### src/rtl/fetch_stage.sv
// fetch_stage: PC sequencing, single-outstanding instruction read and a 2-entry
// {pc, instr} buffer feeding decode. A redirect flushes the buffer. A redirect
// that arrives while a read is still pending waits in DRAIN for that response,
// then discards it.
// Optional feature: define FETCH_PERF_CNT_EN to add saturating performance counters.
// perf_wait_o counts cycles spent waiting on memValid1. perf_fetched_o counts pushes.
// Without the macro both outputs are tied to zero and no counter flops exist.
module fetch_stage #(
  parameter logic [31:0] RESET_PC = 32'h0000_0000
) (
  input  logic        MEM_CLK,
  input  logic        RST,
  input  logic        redirect_i,
  input  logic [31:0] redirect_pc_i,
  input  logic        dec_ready_i,
  output logic        MEM_RDEN1,
  output logic [13:0] MEM_ADDR1,
  input  logic [31:0] MEM_DOUT1,
  input  logic        memValid1,
  output logic [31:0] instr_o,
  output logic [31:0] pc_o,
  output logic        instr_valid_o,
  output logic [31:0] perf_wait_o,
  output logic [31:0] perf_fetched_o
);

  typedef enum logic [1:0] {StIdle, StFetch, StHold, StDrain} state_e;

  state_e      state_q;
  logic [31:0] pc_q;
  logic [31:0] tgt_q;
  logic        rden_q;

  logic [1:0]  count_q;
  logic [1:0]  count_d;
  logic [31:0] e0_pc_q, e0_instr_q;
  logic [31:0] e1_pc_q, e1_instr_q;

  logic        push;
  logic        pop;
  logic        wr_second;
  logic [31:0] redir_pc;

  // Instruction addresses are word aligned; the low redirect bits are dropped.
  assign redir_pc = {redirect_pc_i[31:2], 2'b00};
  logic unused_redir_lsbs;
  assign unused_redir_lsbs = ^redirect_pc_i[1:0];

  // Buffer control: redirect overrides both push and pop in the same cycle.
  always_comb begin
    push      = (state_q == StFetch) && memValid1 && !redirect_i;
    pop       = (count_q != 2'd0) && dec_ready_i && !redirect_i;
    count_d   = count_q;
    if (redirect_i) begin
      count_d = 2'd0;
    end else begin
      count_d = count_q + {1'b0, push} - {1'b0, pop};
    end
    // A push goes to the second slot only when the head stays occupied.
    wr_second = (count_q == 2'd1) && !pop;
  end

  // Shift-style FIFO. Entry 0 is always the head.
  always_ff @(posedge MEM_CLK or posedge RST) begin
    if (RST) begin
      count_q    <= 2'd0;
      e0_pc_q    <= '0;
      e0_instr_q <= '0;
      e1_pc_q    <= '0;
      e1_instr_q <= '0;
    end else begin
      count_q <= count_d;
      if (pop) begin
        e0_pc_q    <= e1_pc_q;
        e0_instr_q <= e1_instr_q;
      end
      // On push+pop with one entry, this write overrides the shift above.
      if (push) begin
        if (wr_second) begin
          e1_pc_q    <= pc_q;
          e1_instr_q <= MEM_DOUT1;
        end else begin
          e0_pc_q    <= pc_q;
          e0_instr_q <= MEM_DOUT1;
        end
      end
    end
  end

  // Fetch FSM: owns pc, latched redirect target and the registered read enable.
  always_ff @(posedge MEM_CLK or posedge RST) begin
    if (RST) begin
      state_q <= StIdle;
      pc_q    <= RESET_PC;
      tgt_q   <= '0;
      rden_q  <= 1'b0;
    end else begin
      unique case (state_q)
        StIdle: begin
          if (redirect_i) begin
            pc_q <= redir_pc;
          end
          state_q <= StFetch;
          rden_q  <= 1'b1;
        end
        StFetch: begin
          if (redirect_i && !memValid1) begin
            // The read is still in flight; its response must be swallowed first.
            tgt_q   <= redir_pc;
            state_q <= StDrain;
            rden_q  <= 1'b1;
          end else if (redirect_i) begin
            pc_q    <= redir_pc;
            state_q <= StFetch;
            rden_q  <= 1'b1;
          end else if (memValid1) begin
            pc_q <= pc_q + 32'd4;
            if (count_d == 2'd2) begin
              state_q <= StHold;
              rden_q  <= 1'b0;
            end
          end
        end
        StHold: begin
          if (redirect_i) begin
            pc_q    <= redir_pc;
            state_q <= StFetch;
            rden_q  <= 1'b1;
          end else if (count_d != 2'd2) begin
            state_q <= StFetch;
            rden_q  <= 1'b1;
          end
        end
        StDrain: begin
          // A redirect in the same cycle as the response still wins.
          if (redirect_i) begin
            tgt_q <= redir_pc;
          end
          if (memValid1) begin
            pc_q    <= redirect_i ? redir_pc : tgt_q;
            state_q <= StFetch;
            rden_q  <= 1'b1;
          end
        end
        default: begin
          state_q <= StIdle;
          rden_q  <= 1'b0;
        end
      endcase
    end
  end

  assign MEM_RDEN1     = rden_q;
  assign MEM_ADDR1     = pc_q[15:2];
  assign instr_valid_o = (count_q != 2'd0);
  assign instr_o       = instr_valid_o ? e0_instr_q : '0;
  assign pc_o          = instr_valid_o ? e0_pc_q : '0;

`ifdef FETCH_PERF_CNT_EN
  logic [31:0] perf_wait_q;
  logic [31:0] perf_fetched_q;

  // Saturating counters for memory wait cycles and accepted instructions.
  always_ff @(posedge MEM_CLK or posedge RST) begin
    if (RST) begin
      perf_wait_q    <= '0;
      perf_fetched_q <= '0;
    end else begin
      if ((state_q == StFetch || state_q == StDrain) && !memValid1 &&
          perf_wait_q != 32'hFFFF_FFFF) begin
        perf_wait_q <= perf_wait_q + 32'd1;
      end
      if (push && perf_fetched_q != 32'hFFFF_FFFF) begin
        perf_fetched_q <= perf_fetched_q + 32'd1;
      end
    end
  end

  assign perf_wait_o    = perf_wait_q;
  assign perf_fetched_o = perf_fetched_q;
`else
  assign perf_wait_o    = '0;
  assign perf_fetched_o = '0;
`endif

  // Structural invariants of the buffer/FSM pairing.
  a_count_range : assert property (@(posedge MEM_CLK) disable iff (RST) count_q <= 2'd2);
  a_hold_full   : assert property (@(posedge MEM_CLK) disable iff (RST)
                                   state_q == StHold |-> count_q == 2'd2);
  a_drain_empty : assert property (@(posedge MEM_CLK) disable iff (RST)
                                   state_q == StDrain |-> count_q == 2'd0);

endmodule
### config.mk
export PLATFORM = sky130hd
export DESIGN_NAME = fetch_stage
export DESIGN_NICKNAME = d
export VERILOG_FILES = /design/src/rtl/fetch_stage.sv
export SDC_FILE = /design/constraint.sdc
export NUM_CORES = 1
export LEC_CHECK = 0
export BUFFER_PORTS_ARGS = -buffer_cell sky130_fd_sc_hd__clkbuf_2
export CAP_MARGIN = 0
export CORE_AREA = 2 2 134 136
export DETAILED_ROUTE_END_ITERATION = 6
export DIE_AREA = 0 0 136 138
export HOLD_SLACK_MARGIN = 0.02
export PLACE_DENSITY = 0.81
export SLEW_MARGIN = 20
export SYNTH_ARGS = -nofsm -noshare
export SYNTH_HDL_FRONTEND = slang
export SYNTH_SLANG_ARGS = --single-unit
### constraint.sdc
create_clock -name MEM_CLK -period 13.15 [get_ports MEM_CLK]
set_clock_uncertainty 0.1 [all_clocks]
set_input_delay 1.315 -clock MEM_CLK [delete_from_list [all_inputs] [get_ports MEM_CLK]]
set_output_delay 1.315 -clock MEM_CLK [all_outputs]
set_load 0.005 [all_outputs]
# == Word-level counts from Yosys, hierarchy flattened ==
# Index checks and enable logic that the tools add are counted.
# totals
regBits,197
latchBits,0
ram_bits,0
mem_bits_ro,0
in_bits,69
output_inout_bits,144
elab_cells,77
memories,0
# classes
n_addsub,3
n_mul,0
div_mod_pow,0
magnitude_cmp,0
n_eq_ne,14
shifts,0
n_mux,34
n_bitwise,0
reduce_logical,17
# ops
cell,count
two-way mux 32 bit,15
one-hot mux 32 bit (3 select lines),1
one-hot mux 32 bit (2 select lines),1
"adder 32 x 3 -> 32 bit, second input constant",1
two-way mux 2 bit,8
one-hot mux 2 bit (4 select lines),1
AND reduction 4 bit,2
two-way mux 1 bit,7
"== test 2 bit, second input constant",3
logical AND 1 bit,6
"inequality test 2 bit, second input constant",3
"inequality test 3 bit, second input constant",2
"== test 2 x 1 -> 1 bit, second input constant",2
"inequality test 2 x 1 -> 1 bit, second input constant",2
"inequality test 4 x 2 -> 1 bit, second input constant",1
"inequality test 4 x 3 -> 1 bit, second input constant",1
one-hot mux 1 bit (4 select lines),1
AND reduction 2 bit,2
nonzero test 2 bit,2
zero test 1 bit,3
adder 2 x 1 -> 2 bit,1
zero test 2 bit,1
OR reduction 2 bit,1
subtractor 2 x 1 -> 2 bit,1

# == Longest topological paths before layout ==
# depth
word_depth,12
ltp_mapped,11
ltp_nobuf,10

# == Worst setup path before layout ==
# Ideal clock, no wire load.
# synth_timing
path_kind,input port to flip-flop
start,input redirect_i
end,register state_q[0]
t_arrival_ps,3151
required_time_ps,12923
setup_slack_ps,9772
stages,10
n_path_buf,2
path_cell_list,buf_2 nor2b_1 nand2_1 inv_1 clkbuf_1 ha_1 inv_1 ha_1 or3_1 or2_2
# synth_between
elab_chain_cells,8
elab_cells_between_ends,17
classes_between,2 x add/sub; 5 x eq/ne; 5 x mux; 5 x reduce/logical
# synth_lines
element,line,source
start: declaration,13,"input logic redirect_i,"
zero test 1 bit,"51, 52",
logical AND 1 bit,51,push = (state_q == StFetch) && memValid1 && !redirect_i;
adder 2 x 1 -> 2 bit,57,"count_d = count_q + {1'b0, push} - {1'b0, pop};"
subtractor 2 x 1 -> 2 bit,57,
two-way mux 2 bit,54,if (redirect_i) begin
== test 2 bit / inequality test 2 bit (equally long branches),"118, 129",
inequality test 4 x 2 -> 1 bit (no source line) / inequality test 3 bit (equally long branches),n/a,
AND reduction 4 bit (no source line),n/a,
end signal: assignment,114,state_q <= StFetch;
end signal: assignment,119,state_q <= StHold;
end signal: assignment,127,state_q <= StFetch;
end: declaration,29,state_e state_q;
# Several ways; a longest one is shown, not always the timed one.
# A chain may end at the register's enable or synchronous reset.

# == Worst setup path in the final report ==
# Ends and elaborated chain as after synthesis.

==> results.json <==
{
  "vias_per_cell": 5.64,
  "worstPathMaxFanout": 65,
  "drive_gt1_share_pct": 23.2,
  "insertion_delay_ns": 0.43,
  "critPathTopFamily": "buffers and inverters",
  "hold_class": "reg2reg",
  "grt_start_max_net_pins": 126,
  "synth_top_family_by_area": "simple AND/OR/NAND/NOR gates",
  "portBuffers": 146,
  "slowest_delay_ns": 0.58,
  "slew_headroom_pct": 35.2,
  "cts_setup_buffers": 0,
  "antenna_found_initial": 0,
  "slew_violations": 0,
  "path_cells": "clkbuf_2, nor2b_1, nand2_2, buf_4, inv_2, ha_1, inv_1, ha_1, or3_1, or2_2",
  "power_leakage_nw": 5.33,
  "fp.coreArea_um2": 17500,
  "ctsHoldBuffers": 0,
  "final_nets": 1195,
  "busiest_layer": "met2",
  "place_congestion": 0.888,
  "setup_viol": 0,
  "synth_edf_count": 0,
  "critPathCaptureType": "flip-flop",
  "dp_hpwl_um": 14500,
  "synthesis.area_um2": 10000,
  "period_minus_slack_ns": 3.62,
  "cts_tree": "done",
  "cts_resized": 0,
  "rsz0062_at_grt": "no",
  "grt_util_met3_pct": 4.58,
  "seq_area_frac_synth_pct": 48.9,
  "htreeDepth": 4,
  "ys.warnings.count": 0,
  "syn_inst": 1034,
  "syn2layout_area_growth_pct": 10.5,
  "async_reset_ff_share_pct": 100,
  "antenna_left": 0,
  "cpMostUsedCell": "ha_1",
  "path_clk_slew_ns": 0.07,
  "ctsLongestPathBuffers": 2,
  "drv_cap": 0,
  "r2r_setup_slack_ns": 9.76,
  "ir_worst_vdd_mv": 0.0989,
  "row_count": 49,
  "start_util_pct": 57.2,
  "drc": 0,
  "drtPass1Iterations": 5,
  "start_kind": "input pin",
  "grt_remaining_overflow": 0,
  "synth_adder_area_share_pct": 0.374,
  "hold_viol": 0,
  "cp.arrival_ns": 3.83,
  "grt_usage_pct": 24.0,
  "critPathKind": "in2reg",
  "wl_um": 22300,
  "grt_pass1_wl_um": 36100,
  "status": "completed",
  "powerDensity_nw_per_um2": 168,
  "diodes": 0,
  "crit_slowest_cell": "buf_4",
  "synth_ff_type": "dfrtp_1",
  "grt_use_met1_pct": 34.5,
  "grt_pass1_vias": 7090,
  "vias": 7700,
  "synth-simple-area-share_pct": 17.6,
  "synth.avg_cell_area_um2": 9.70,
  "final_common_cell": "dfrtp_1",
  "ys_ff_latch": 196,
  "post-route-period-util_pct": 27.6,
  "fmaxAchievable_mhz": 276,
  "root_buffer": "clkbuf_16",
  "cts_buffers": 17,
  "synthDistinctLibCells": 63,
  "tns_ns": 0,
  "synth_mux_area_share_pct": 10.9,
  "layout_common_cells": "196 x dfrtp_1, 171 x nand2_1, 146 x clkbuf_2, 83 x nor2_1, 69 x a31oi_1",
  "num_io_pins": 213,
  "cts_sinks": 196,
  "worst-path-buf-inv": 4,
  "final_area_um2": 11100,
  "synth_compound_area_share_pct": 12.5,
  "die_x_um": 136,
  "die_h_um": 138,
  "wl_per_cell_um": 16.3,
  "cp.required_ns": 13.36,
  "synthXorXnorAreaFrac_pct": 0.262,
  "drt-initial-drc-count": 663,
  "worst_pin_slew_ns": 0.969,
  "postPlaceCellArea_um2": 10500,
  "grtUsageMet2_pct": 36.7,
  "dieArea_um2": 18800
}
[stage by stage]
step | utilization (%) | instances | hold WS [ns] | setup slack (ns) | power [mW]
2_1_floorplan | - | 1097 | 0.350 | 6.39 | 1.22
3_3_place_gp | 59.8 | 1333 | 0.365 | 9.12 | 1.32
3_5_place_dp | 59.8 | 1333 | 0.370 | 9.07 | 1.35
4_1_cts | 63.2 | 1365 | 0.387 | 9.52 | 1.88
5_1_grt | 63.2 | 1365 | 0.403 | 9.38 | 1.98
6_report | 63.2 | 1365 | 0.385 | 9.53 | 1.87
[worst reg2reg max path: stages, from the launching register on]
cell and delay [ns]:
dfrtp_1 0.41, or2_2 0.65, nand2_2 0.18, buf_4 0.58
inv_2 0.08, ha_1 0.30, inv_1 0.03, ha_1 0.28
or3_1 0.36, or2_2 0.30
[logic make-up after synthesis]
group,after synthesis
adders and majority gates,3
xor gates and xnor gates,3
other,1
AOI/OAI and AO/OA,186
muxes,97
and+or+nand+nor,383
buffers and inverters,165
DFF,196
[cell type report]
class | count | area (um^2)
clock inverters | 13 | 148
well taps | 229 | 287
clock buffers | 19 | 453
multi-input cells | 736 | 4430
inverters | 17 | 71.3
flip-flops and latches | 196 | 4900
repair buffers | 155 | 798
fillers | 1441 | 6450
[worst paths after layout]
check                      depth (start not counted)             end       start
max in group asynchronous                          3         pc_q[5]         RST
min                                                2       tgt_q[20]   tgt_q[20]
min in group asynchronous                          2  e1_instr_q[11]         RST
max reg2reg                                        9      state_q[0]  count_q[1]
min reg2reg                                        2       tgt_q[20]   tgt_q[20]
max                                               10      state_q[0]  redirect_i
[synthesized netlist by cell type (9+ instances only)]
master,number,area [um^2]
mux2_2,62,698
a2bb2oi_1,11,96.3
o22ai_1,9,56.3
nand3_1,13,65.1
and2_1,66,413
buf_2,28,140
clkbuf_1,39,146
mux2_1,34,383
a31oi_1,69,432
o21ai_0,26,130
buf_4,79,593
nand2_1,173,649
dfrtp_1,196,4900
inv_1,17,63.8
nor2_1,83,312
a21oi_1,23,115
[report_power, final]
part	total (mW)	internal, mW	leakage [nW]	switching, mW
clock network	0.524	0.293	0.283	0.232
registers	0.920	0.798	2.35	0.122
logic	0.423	0.212	2.70	0.211
[state kept, by name, indices dropped and copies added (netlist names)]
name and cells:
e0_pc_q 32, e0_instr_q 32, pc_q 32, count_q 2
state_q 2, e1_instr_q 32, tgt_q 32, e1_pc_q 32
[metal layers]
layer,vias up,share of wire (%)
met2,343,45
met1,3700,45
met3,47,7.1
li1,3610,-
met4,0,2.5
met5,-,0
No activity file was read; power rests on OpenSTA's default activity.
